**src/rtl/i2s_tdm_pkg.sv**
```systemverilog
// Shared definitions for the I2S/TDM link blocks: frame-alignment state and sizing helpers.
package i2s_tdm_pkg;

  typedef enum logic {
    HUNT   = 1'b0,
    LOCKED = 1'b1
  } frame_state_e;

  // Frame length in bits for a given slot width and slot count.
  function automatic int unsigned frame_len(input int unsigned bits, input int unsigned slots);
    return bits * slots;
  endfunction

  // Width of a counter that indexes every bit of an n-bit frame.
  function automatic int unsigned cnt_width(input int unsigned n);
    return (n > 1) ? $clog2(n) : 1;
  endfunction

endpackage

```
**src/rtl/tdm_rx_sync_edge.sv**
```systemverilog
// Two-flop synchronizer with an optional third flop for rising-edge detection.
module sync_edge #(
  parameter bit G_EDGE = 1'b0
) (
  input  logic clk,
  input  logic rst_n,
  input  logic d,
  output logic q,
  output logic rise_c
);

  logic s1;
  logic s2;

  always_ff @(posedge clk or negedge rst_n) begin
    if (!rst_n) begin
      s1 <= 1'b0;
      s2 <= 1'b0;
    end else begin
      s1 <= d;
      s2 <= s1;
    end
  end

  assign q = s2;

  generate
    if (G_EDGE) begin : g_edge
      logic s3;
      always_ff @(posedge clk or negedge rst_n) begin
        if (!rst_n) s3 <= 1'b0;
        else        s3 <= s2;
      end
      assign rise_c = s2 & ~s3;
    end else begin : g_no_edge
      assign rise_c = 1'b0;
    end
  endgenerate

endmodule

```
**src/rtl/tdm_rx.sv**
```systemverilog
// TDM link receiver: oversamples sclk/fclk/din, aligns on frame sync and
// presents each complete frame with a one-cycle strobe.
module tdm_rx
  import i2s_tdm_pkg::*;
#(
  parameter int unsigned G_BITS  = 16,
  parameter int unsigned G_SLOTS = 8
) (
  input  logic                        in_mclk,
  input  logic                        in_rst_n,
  input  logic                        in_sclk,
  input  logic                        in_fclk,
  input  logic                        in_din,
  output logic [G_BITS*G_SLOTS-1:0]   out_frames,
  output logic                        out_frame_strobe,
  output logic                        out_locked,
  output logic                        out_error
);

  localparam int unsigned N  = frame_len(G_BITS, G_SLOTS);
  localparam int unsigned CW = cnt_width(N);
  localparam logic [CW-1:0] LAST_BIT = CW'(N - 1);

  logic [1:0]    rst_pipe;
  logic          rst_n_int;
  logic          bit_event_c;
  logic          fclk_s;
  logic          din_s;
  logic          fclk_rise_unused;
  logic          din_rise_unused;
  logic          fs_c;
  logic [N-1:0]  shreg_next_c;

  frame_state_e  state;
  logic [CW-1:0] bit_cnt;
  logic [N-1:0]  shreg;
  logic          fclk_prev;

  // Reset asserts immediately but releases on an mclk edge.
  always_ff @(posedge in_mclk or negedge in_rst_n) begin
    if (!in_rst_n) rst_pipe <= 2'b00;
    else           rst_pipe <= {rst_pipe[0], 1'b1};
  end

  assign rst_n_int = rst_pipe[1];

  sync_edge #(.G_EDGE(1'b1)) u_sync_sclk (
    .clk    (in_mclk),
    .rst_n  (rst_n_int),
    .d      (in_sclk),
    .q      (),
    .rise_c (bit_event_c)
  );

  sync_edge #(.G_EDGE(1'b0)) u_sync_fclk (
    .clk    (in_mclk),
    .rst_n  (rst_n_int),
    .d      (in_fclk),
    .q      (fclk_s),
    .rise_c (fclk_rise_unused)
  );

  sync_edge #(.G_EDGE(1'b0)) u_sync_din (
    .clk    (in_mclk),
    .rst_n  (rst_n_int),
    .d      (in_din),
    .q      (din_s),
    .rise_c (din_rise_unused)
  );

  // fclk_prev only advances on bit events, so a wide fclk still yields one fs.
  assign fs_c         = fclk_s & ~fclk_prev;
  assign shreg_next_c = {shreg[N-2:0], din_s};

  always_ff @(posedge in_mclk or negedge rst_n_int) begin
    if (!rst_n_int) begin
      state            <= HUNT;
      bit_cnt          <= '0;
      shreg            <= '0;
      fclk_prev        <= 1'b0;
      out_frames       <= '0;
      out_frame_strobe <= 1'b0;
      out_error        <= 1'b0;
    end else begin
      out_frame_strobe <= 1'b0;
      out_error        <= 1'b0;
      if (bit_event_c) begin
        fclk_prev <= fclk_s;
        shreg     <= shreg_next_c;
        case (state)
          HUNT: begin
            if (fs_c) begin
              state   <= LOCKED;
              bit_cnt <= '0;
            end
          end
          LOCKED: begin
            if (fs_c) begin
              bit_cnt <= '0;
              if (bit_cnt == LAST_BIT) begin
                out_frames       <= shreg_next_c;
                out_frame_strobe <= 1'b1;
              end else begin
                out_error <= 1'b1;
              end
            end else if (bit_cnt == LAST_BIT) begin
              out_error <= 1'b1;
              state     <= HUNT;
              bit_cnt   <= '0;
            end else begin
              bit_cnt <= bit_cnt + CW'(1);
            end
          end
          default: state <= HUNT;
        endcase
      end
    end
  end

  assign out_locked = (state == LOCKED);

endmodule

```
**config.mk**
```make
export PLATFORM = sky130hd
export DESIGN_NAME = tdm_rx
export DESIGN_NICKNAME = d
export VERILOG_FILES = /design/src/rtl/i2s_tdm_pkg.sv /design/src/rtl/tdm_rx_sync_edge.sv /design/src/rtl/tdm_rx.sv
export SDC_FILE = /design/constraint.sdc
export NUM_CORES = 1
export LEC_CHECK = 0
export BUFFER_PORTS_ARGS = -buffer_cell sky130_fd_sc_hd__buf_2
export CAP_MARGIN = 25
export CORE_MARGIN = 8
export CORE_UTILIZATION = 40
export CTS_BUF_LIST = sky130_fd_sc_hd__clkbuf_4 sky130_fd_sc_hd__clkbuf_8
export CTS_CLUSTER_SIZE = 16
export DETAILED_ROUTE_END_ITERATION = 8
export GPL_TIMING_DRIVEN = 0
export PLACE_DENSITY = 0.55
export SLEW_MARGIN = 20
export SYNTH_ARGS = -nofsm -noshare
export SYNTH_HDL_FRONTEND = slang
export SYNTH_SLANG_ARGS = --single-unit
```
**constraint.sdc**
```tcl
create_clock -name in_mclk -period 11 [get_ports in_mclk]
set_input_delay 1.1 -clock in_mclk [delete_from_list [all_inputs] [get_ports in_mclk]]
set_output_delay 1.1 -clock in_mclk [all_outputs]
set_load 0.03 [all_outputs]
```
==> results of run 1 <==
[Yosys cell counts]
library cell,n
a21oi_1,2
a22o_1,1
a31oi_1,1
and2b_1,1
and3_1,1
and4_1,2
buf_1,3
buf_12,11
buf_2,1
buf_4,1
buf_6,2
clkbuf_1,27
conb_1,1
dfrtp_1,275
ha_1,2
inv_1,2
inv_2,1
mux2_1,9
mux2_2,19
mux2_4,100
nand2_1,392
nand2b_1,1
nand3_1,6
nand3_2,1
nand3b_1,1
nand4_1,3
nor2_1,2
nor2b_1,1
nor3_4,1
o21ai_0,5
o311a_1,1
o311ai_0,1
o31ai_1,1
or3_1,1
[stage by stage]
| step | hold slack [ps] | total power (W) | cell area (sq um) |
|---|---|---|---|
| 3_3_place_gp | 338 | 0.00113 | 11900 |
| 3_5_place_dp | 336 | 0.00114 | 12000 |
| 2_1_floorplan | 331 | 0.00111 | 10800 |
| 6_report | 340 | 0.00206 | 13000 |
| 5_1_grt | 301 | 0.00216 | 13000 |
| 4_1_cts | 311 | 0.00211 | 13000 |
[logic make-up (layout without fill, tap and decap cells)]
logic type                 after synthesis  after routing
AOI/OAI and AO/OA                       12             12
adders and majority gates                2              2
buffers and inverters                   48            271
DFF                                    275            275
muxes                                  128            128
other                                    1              1
and+or+nand+nor                        413            413
[routing by layer]
metal	up-vias	GRT usage (%)	share of wire, %
met1	3231	18.0	47
met5	-	0	0.061
met3	40	4.94	7.1
met4	2	4.13	2.0
li1	3212	-	-
met2	142	19.6	43
[area by class of cell]
class	count	share of cell area [%]
Buffer	45	2.82
Tap cell	341	3.27
Multi-Input combinational cell	556	27.1
Timing Repair Buffer	140	6.18
Sequential cell	275	52.8
Clock inverter	2	0.0960
Inverter	3	0.0864
Clock buffer	81	7.59
[worst min-delay path by stage]
stage                              start             to  cells after the start
after floorplan              rst_pipe[0]    rst_pipe[1]                      0
after global placement    u_sync_sclk.s1  u_sync_sclk.q                      0
after detailed placement     rst_pipe[0]    rst_pipe[1]                      0
after CTS                       in_rst_n    rst_pipe[1]                      1
after global routing            in_rst_n    rst_pipe[1]                      1
final                     u_sync_fclk.s1  u_sync_fclk.q                      0
[power by group]
| group | total [W] | internal (W) | switching (W) |
|---|---|---|---|
| clock network | 0.000949 | 0.000561 | 0.000389 |
| registers | 0.00105 | 0.00103 | 0.0000194 |
| logic | 0.0000645 | 0.0000178 | 0.0000467 |
[layout by cell type (no fill, tap or decap), types with 2 or more instances in the layout]
cell and count:
nand2_1 392, o21ai_0 5, nand4_1 3, a21oi_1 2, nand3_1 6, mux2_1 9
buf_6 2, clkbuf_8 61, buf_16 4, mux2_2 19, ha_1 2, buf_12 12
buf_1 3, buf_2 136, inv_1 2, mux2_4 100, nor2_1 2, clkbuf_4 20
and4_1 2, dfrtp_1 274, clkbuf_1 27
[sequential cells by signal, indices dropped and copies added (netlist names)]
name                   cells
u_sync_sclk.q              1
rst_pipe                   2
out_frame_strobe           1
fclk_prev                  1
u_sync_din.s1              1
u_sync_sclk.s1             1
out_frames               128
u_sync_fclk.s1             1
out_error                  1
shreg                    127
u_sync_fclk.q              1
bit_cnt                    7
out_locked                 1
u_sync_din.q               1
u_sync_sclk.g_edge.s3      1
==> flow_metrics.py, run 1 <==
metrics = {
    "drt": {
        "ant_nets": 0,
        "wl_per_cell_um": 14.8,
        "vias_per_cell": 4.59,
        "first_pass_iters": 4,
        "vias": 6627,
        "post-route-drc-count": 0,
        "drt_iter0_markers": 381,
        "drt_wl_total_um": 21300,
    },
    "global_route": {
        "grt_antenna_before_repair": 1,
        "grt-ovfl-total": 0,
        "grt_pass1_vias": 6946,
        "grt_util_all_layers_pct": 13.3,
        "grt_pass1_wl_um": 36300,
        "grt_max_degree": 54,
    },
    "layout": {
        "drive_gt1_share_pct": 32.8,
        "multi_input_area_sq_um": 3530,
        "fin_nets": 1075,
        "fillers": 2402,
        "diodes": 0,
        "regArea_sq_um": 6890,
        "areaGrowthSynthToFinish_pct": 20.7,
        "utilization_pct": 48.8,
        "finalNonFillerCells": 1443,
    },
    "cts": {
        "clk_pin_slew_ps": 60,
        "cts-root-buf": "clkbuf_8",
        "clock_latency_ps": 530,
        "cts_buffer_depth": 3,
        "cts.sinks": 275,
        "cts_buffers": 47,
        "cts-resized-gates": 0,
        "cts_tree": "built",
        "cts_setup_buffers": 0,
        "hold_buffers": 0,
        "cts.htree.levels": 2,
    },
    "pwr": {
        "p_leak_nw": 7.24,
        "cellPowerDensity_nw_per_um2": 158,
        "ir_drop_uv": 91.0,
    },
    "setup_path": {
        "timing.rr.start": "u_sync_sclk.q",
        "max_stage_delay_ps": 390,
        "crit_chain": "buf_2",
        "reg2reg_depth": 6,
        "worstPathMaxFanout": 2,
        "setup.worst_path.start": "out_frames[69]",
        "cp_top_family": "flip-flops",
        "crit_end": "out_frames[69]",
        "cp_num_cells": 1,
        "cp_slowest_cell": "dfrtp_1",
        "critPathRequiredTime_ps": 9900,
        "critPathBufInv": 1,
        "worstSetupPathType": "register to output pin",
        "reg2reg_slack_ps": 8900,
        "rr_endpoint": "shreg[99]",
        "cp.arrival_ps": 1150,
        "cp-end-kind": "output pin",
        "worstSetupStartpointType": "register",
    },
    "timing": {
        "setup_tns_ps": 0,
        "layout_setup_ws_ps": 8750,
        "post-route-period-util_pct": 20.4,
        "finalSetupViolCount": 0,
        "fmax_ghz": 0.445,
        "drv_slew": 0,
        "hold_viol": 0,
        "max_slew.worst_pin.slew_ps": 973,
        "rsz0062_at_grt": "no",
        "min_period_ps": 2250,
        "fin_worst_skew_ps": 23.7,
        "slew_headroom_pct": 35.1,
    },
    "synthesis": {
        "yosysTopAreaCellShare_pct": 63.8,
        "synthSimpleGateAreaFrac_pct": 14.9,
        "yosys.area_share.adder_pct": 0.232,
        "synthCells": 879,
        "synthTopCellsByArea": "dfrtp_1, mux2_4, nand2_1",
        "yosysTopAreaCell": "dfrtp_1",
        "synth_mux_area_share_pct": 16.8,
        "ys_seq_area_share_pct": 63.8,
        "synth_xor_area_share_pct": 0,
        "yosysWarningCount": 0,
        "syn_avg_cell_area_sq_um": 12.3,
        "synth_area_sq_um": 10800,
        "syn_nets": 886,
        "ys_ff_latch": 275,
        "ys_types": 34,
        "synth_top_family_by_area": "multiplexers",
        "synth_compound_area_share_pct": 0.707,
    },
    "place": {
        "gp_congestion": 0.729,
        "dpl.hpwl_um": 14100,
        "dp_slack_ps": 8920,
        "io_buffer_count": 135,
        "dp.cells": 1360,
    },
    "floorplanning": {
        "io_pins": 136,
        "rows": 60,
        "die_h_um": 180,
        "die_w_um": 180,
        "initial_core_util_pct": 40.4,
        "die-area_sq_um": 32500,
        "core-area_sq_um": 26700,
    },
    "outcome": {
        "outcome": "finished, final reports clean",
    },
    "job": {
        "maxCapViolations": 0,
    },
    "worst_hold_path": {
        "hp-class": "register to register",
    },
}
Power figures use the tool's default switching activity.
==> run 2: changes to the inputs <==
--- a/config.mk
+++ b/config.mk
@@ -5,6 +5,7 @@
 export SDC_FILE = /design/constraint.sdc
 export NUM_CORES = 1
 export LEC_CHECK = 0
+export ABC_AREA = 1
 export BUFFER_PORTS_ARGS = -buffer_cell sky130_fd_sc_hd__buf_2
 export CAP_MARGIN = 25
 export CORE_MARGIN = 8
@@ -13,7 +14,7 @@
 export CTS_CLUSTER_SIZE = 16
 export DETAILED_ROUTE_END_ITERATION = 8
 export GPL_TIMING_DRIVEN = 0
-export PLACE_DENSITY = 0.55
+export PLACE_DENSITY = 0.57
 export SLEW_MARGIN = 20
 export SYNTH_ARGS = -nofsm -noshare
 export SYNTH_HDL_FRONTEND = slang
==> constraint.sdc (replaced) <==
create_clock -name in_mclk -period 1.89 [get_ports in_mclk]
set_input_delay 0.189 -clock in_mclk [delete_from_list [all_inputs] [get_ports in_mclk]]
set_output_delay 0.189 -clock in_mclk [all_outputs]
set_load 0.03 [all_outputs]
==> run 2 against run 1 <==
Net effect:
- design area rose by 0.17%
- critical path type is now register to register
- synthesized area down 0.24%
- sequential power rose to 5.8 times the previous value
==> flow_metrics.py, run 2 <==
metrics = {
    "place": {
        "io_buffer_count": 135,
        "gp_congestion": 0.737,
        "dp.cells": 1512,
        "dpl.hpwl_um": 16100,
        "placed_area_sq_um": 12000,
    },
    "drt": {
        "drt_wl_total_um": 23500,
        "ant_nets": 0,
        "vias_per_cell": 4.59,
        "drt_iter0_markers": 428,
        "vias": 7343,
        "first_pass_iters": 4,
        "wl_per_cell_um": 14.7,
        "post-route-drc-count": 0,
    },
    "layout": {
        "layout.cells.most_common": "nand2_1",
        "reg_top3": "out_frames (128), shreg (127), bit_cnt (7)",
        "largest_reg_flops": 128,
        "diodes": 0,
        "finalNonFillerCells": 1601,
        "regArea_sq_um": 6890,
        "layout_common_cells": "nand2_1, dfrtp_1, buf_2",
        "fin_nets": 1231,
        "fillers": 2535,
        "drive_gt1_share_pct": 30.6,
        "top_register": "out_frames",
        "areaGrowthSynthToFinish_pct": 21.2,
        "design_area_sq_um": 13100,
        "multi_input_area_sq_um": 2920,
    },
    "synthesis": {
        "synthTopCellsByArea": "dfrtp_1, nand2_1, o21ai_2",
        "ys.flop_type": "dfrtp_1",
        "async_reset_ff_share_pct": 100,
        "synth.most_common_cell": "nand2_1",
        "synthCells": 1030,
        "syn_nets": 1037,
        "ys_ff_latch": 275,
        "yosysWarningCount": 0,
        "yosysTopAreaCellShare_pct": 63.9,
        "yosysTopAreaCell": "dfrtp_1",
        "ys_seq_area_share_pct": 63.9,
        "ys_types": 22,
        "synth_edf_count": 0,
        "syn_avg_cell_area_sq_um": 10.5,
        "synth_area_sq_um": 10800,
        "netlist_top_cells_count": "nand2_1, dfrtp_1, o21ai_0, inv_1, o21ai_2",
    },
    "timing": {
        "min_period_ps": 1690,
        "hold_viol": 0,
        "drv_slew": 0,
        "post-route-period-util_pct": 89.5,
        "fin_worst_skew_ps": 19.7,
        "fmax_ghz": 0.591,
        "finalSetupViolCount": 0,
        "rsz0062_at_grt": "no",
    },
    "cts": {
        "cts.sinks": 275,
        "cts_setup_buffers": 0,
        "cts_buffers": 46,
        "cts-root-buf": "clkbuf_8",
        "cts_tree": "built",
        "cts.htree.levels": 2,
        "clk_pin_slew_ps": 60,
        "clock_latency_ps": 540,
        "cts_buffer_depth": 3,
    },
    "setup_path": {
        "worstSetupPathType": "register to register",
        "cp-end-kind": "register",
        "crit_chain": "inv_1 -> nor2_1 -> clkbuf_4 -> clkbuf_1 -> o21ai_0",
        "critPathRequiredTime_ps": 2280,
        "max_stage_delay_ps": 370,
        "worstPathMaxFanout": 10,
        "worstSetupStartpointType": "register",
        "cp_slowest_cell": "dfrtp_1",
        "cp.arrival_ps": 2080,
    },
    "job": {
        "maxCapViolations": 0,
    },
    "floorplanning": {
        "core-area_sq_um": 26700,
        "die_w_um": 180,
        "initial_core_util_pct": 40.3,
        "die_h_um": 180,
        "rows": 60,
        "io_pins": 136,
        "die-area_sq_um": 32400,
    },
    "global_route": {
        "grt_util_all_layers_pct": 14.8,
        "grt_pass1_wl_um": 40000,
        "grt_pass1_vias": 7699,
        "grt_antenna_before_repair": 0,
        "grt-ovfl-total": 0,
        "grt_max_degree": 55,
    },
    "pwr": {
        "ir_drop_uv": 576,
        "p_leak_nw": 6.39,
        "cellPowerDensity_nw_per_um2": 918,
    },
    "outcome": {
        "outcome": "finished, final reports clean",
    },
    "worst_hold_path": {
        "hp-class": "input port to register",
    },
}
run 2: cell count changes after synthesis, moves of 18 or more:
cell,delta
o21ai_2,+112
buf_6,+18
nand2_1,-116
inv_1,+136
o21ai_0,+134
mux2_2,-19
mux2_4,-100
run 2: metal layers:
| layer | global-route usage (%) | up-vias | wire, um |
|---|---|---|---|
| met3 | 4.84 | 41 | 1510 |
| met5 | 0 | - | 0 |
| met4 | 4.00 | 0 | 453 |
| met1 | 20.0 | 3511 | 11100 |
| met2 | 22.5 | 161 | 10400 |
| li1 | - | 3630 | - |
run 2: area by class of cell:
class / instances / area share, %
sequential: 275 / 52.7
multi-input combinational: 561 / 22.3
clock buffer: 76 / 7.20
timing repair buffer: 146 / 6.65
inverter: 138 / 3.97
buffer: 56 / 3.49
tap: 341 / 3.27
clock inverter: 8 / 0.345
run 2: through the flow:
| step | util (%) | setup TNS, ps | power (W) | hold slack, ps | setup WS, ps |
|---|---|---|---|---|---|
| floorplan | - | -234630 | 0.00645 | -107 | -859 |
| global placement | 44.4 | -534300 | 0.00657 | -24.7 | -1990 |
| detailed placement | 45.0 | 0 | 0.00662 | -19.0 | 58.9 |
| CTS | 48.8 | 0 | 0.0122 | 255 | 61.3 |
| global route | 48.8 | 0 | 0.0125 | 269 | 18.0 |
| finish | 48.8 | 0 | 0.0120 | 289 | 198 |
run 2: report_power, final:
group / leakage, nW / internal, W / switching, W / total [W]
clock network: 0.526 / 0.00314 / 0.00234 / 0.00548
logic: 2.06 / 0.000122 / 0.000301 / 0.000424
registers: 3.80 / 0.00600 / 0.0000818 / 0.00608
total: 6.39 / 0.00926 / 0.00272 / 0.0120
run 2: cells by family (layout without fill, tap and decap cells):
family	count (synthesis)	after routing	synth area share, %
simple gates	292	292	10.4
buf+inv	194	424	9.01
other cells	1	1	0.0348
compound gates	263	263	16.1
fa+ha+maj	2	2	0.232
flops	275	275	63.9
xor+xnor	3	3	0.244
run 2: path summary, 6_finish.rpt:
check,startpoint,to,slack (ps),cells after the start
min in group asynchronous,rst_pipe[1],shreg[107],300,0
max reg2reg,u_sync_sclk.q,shreg[63],200,5
max,u_sync_sclk.q,shreg[63],200,5
min reg2reg,rst_pipe[1],shreg[107],300,0
max in group asynchronous,rst_pipe[1],out_frames[65],430,3
min,in_sclk,u_sync_sclk.s1,290,2
run 2: critical path, delay by kind of cell (launching register included):
kind	cells	cell delay, ps
AOI/OAI and AO/OA	1	140
buffers and inverters	3	750
DFF	1	370
and+or+nand+nor	1	280
run 2: repair_timing:
action                                  4_1_cts  5_1_grt
gates resized for setup                       0        3
endpoints found under the setup margin        0       27
hold endpoints to repair                      5        0
hold buffers                                  5        0
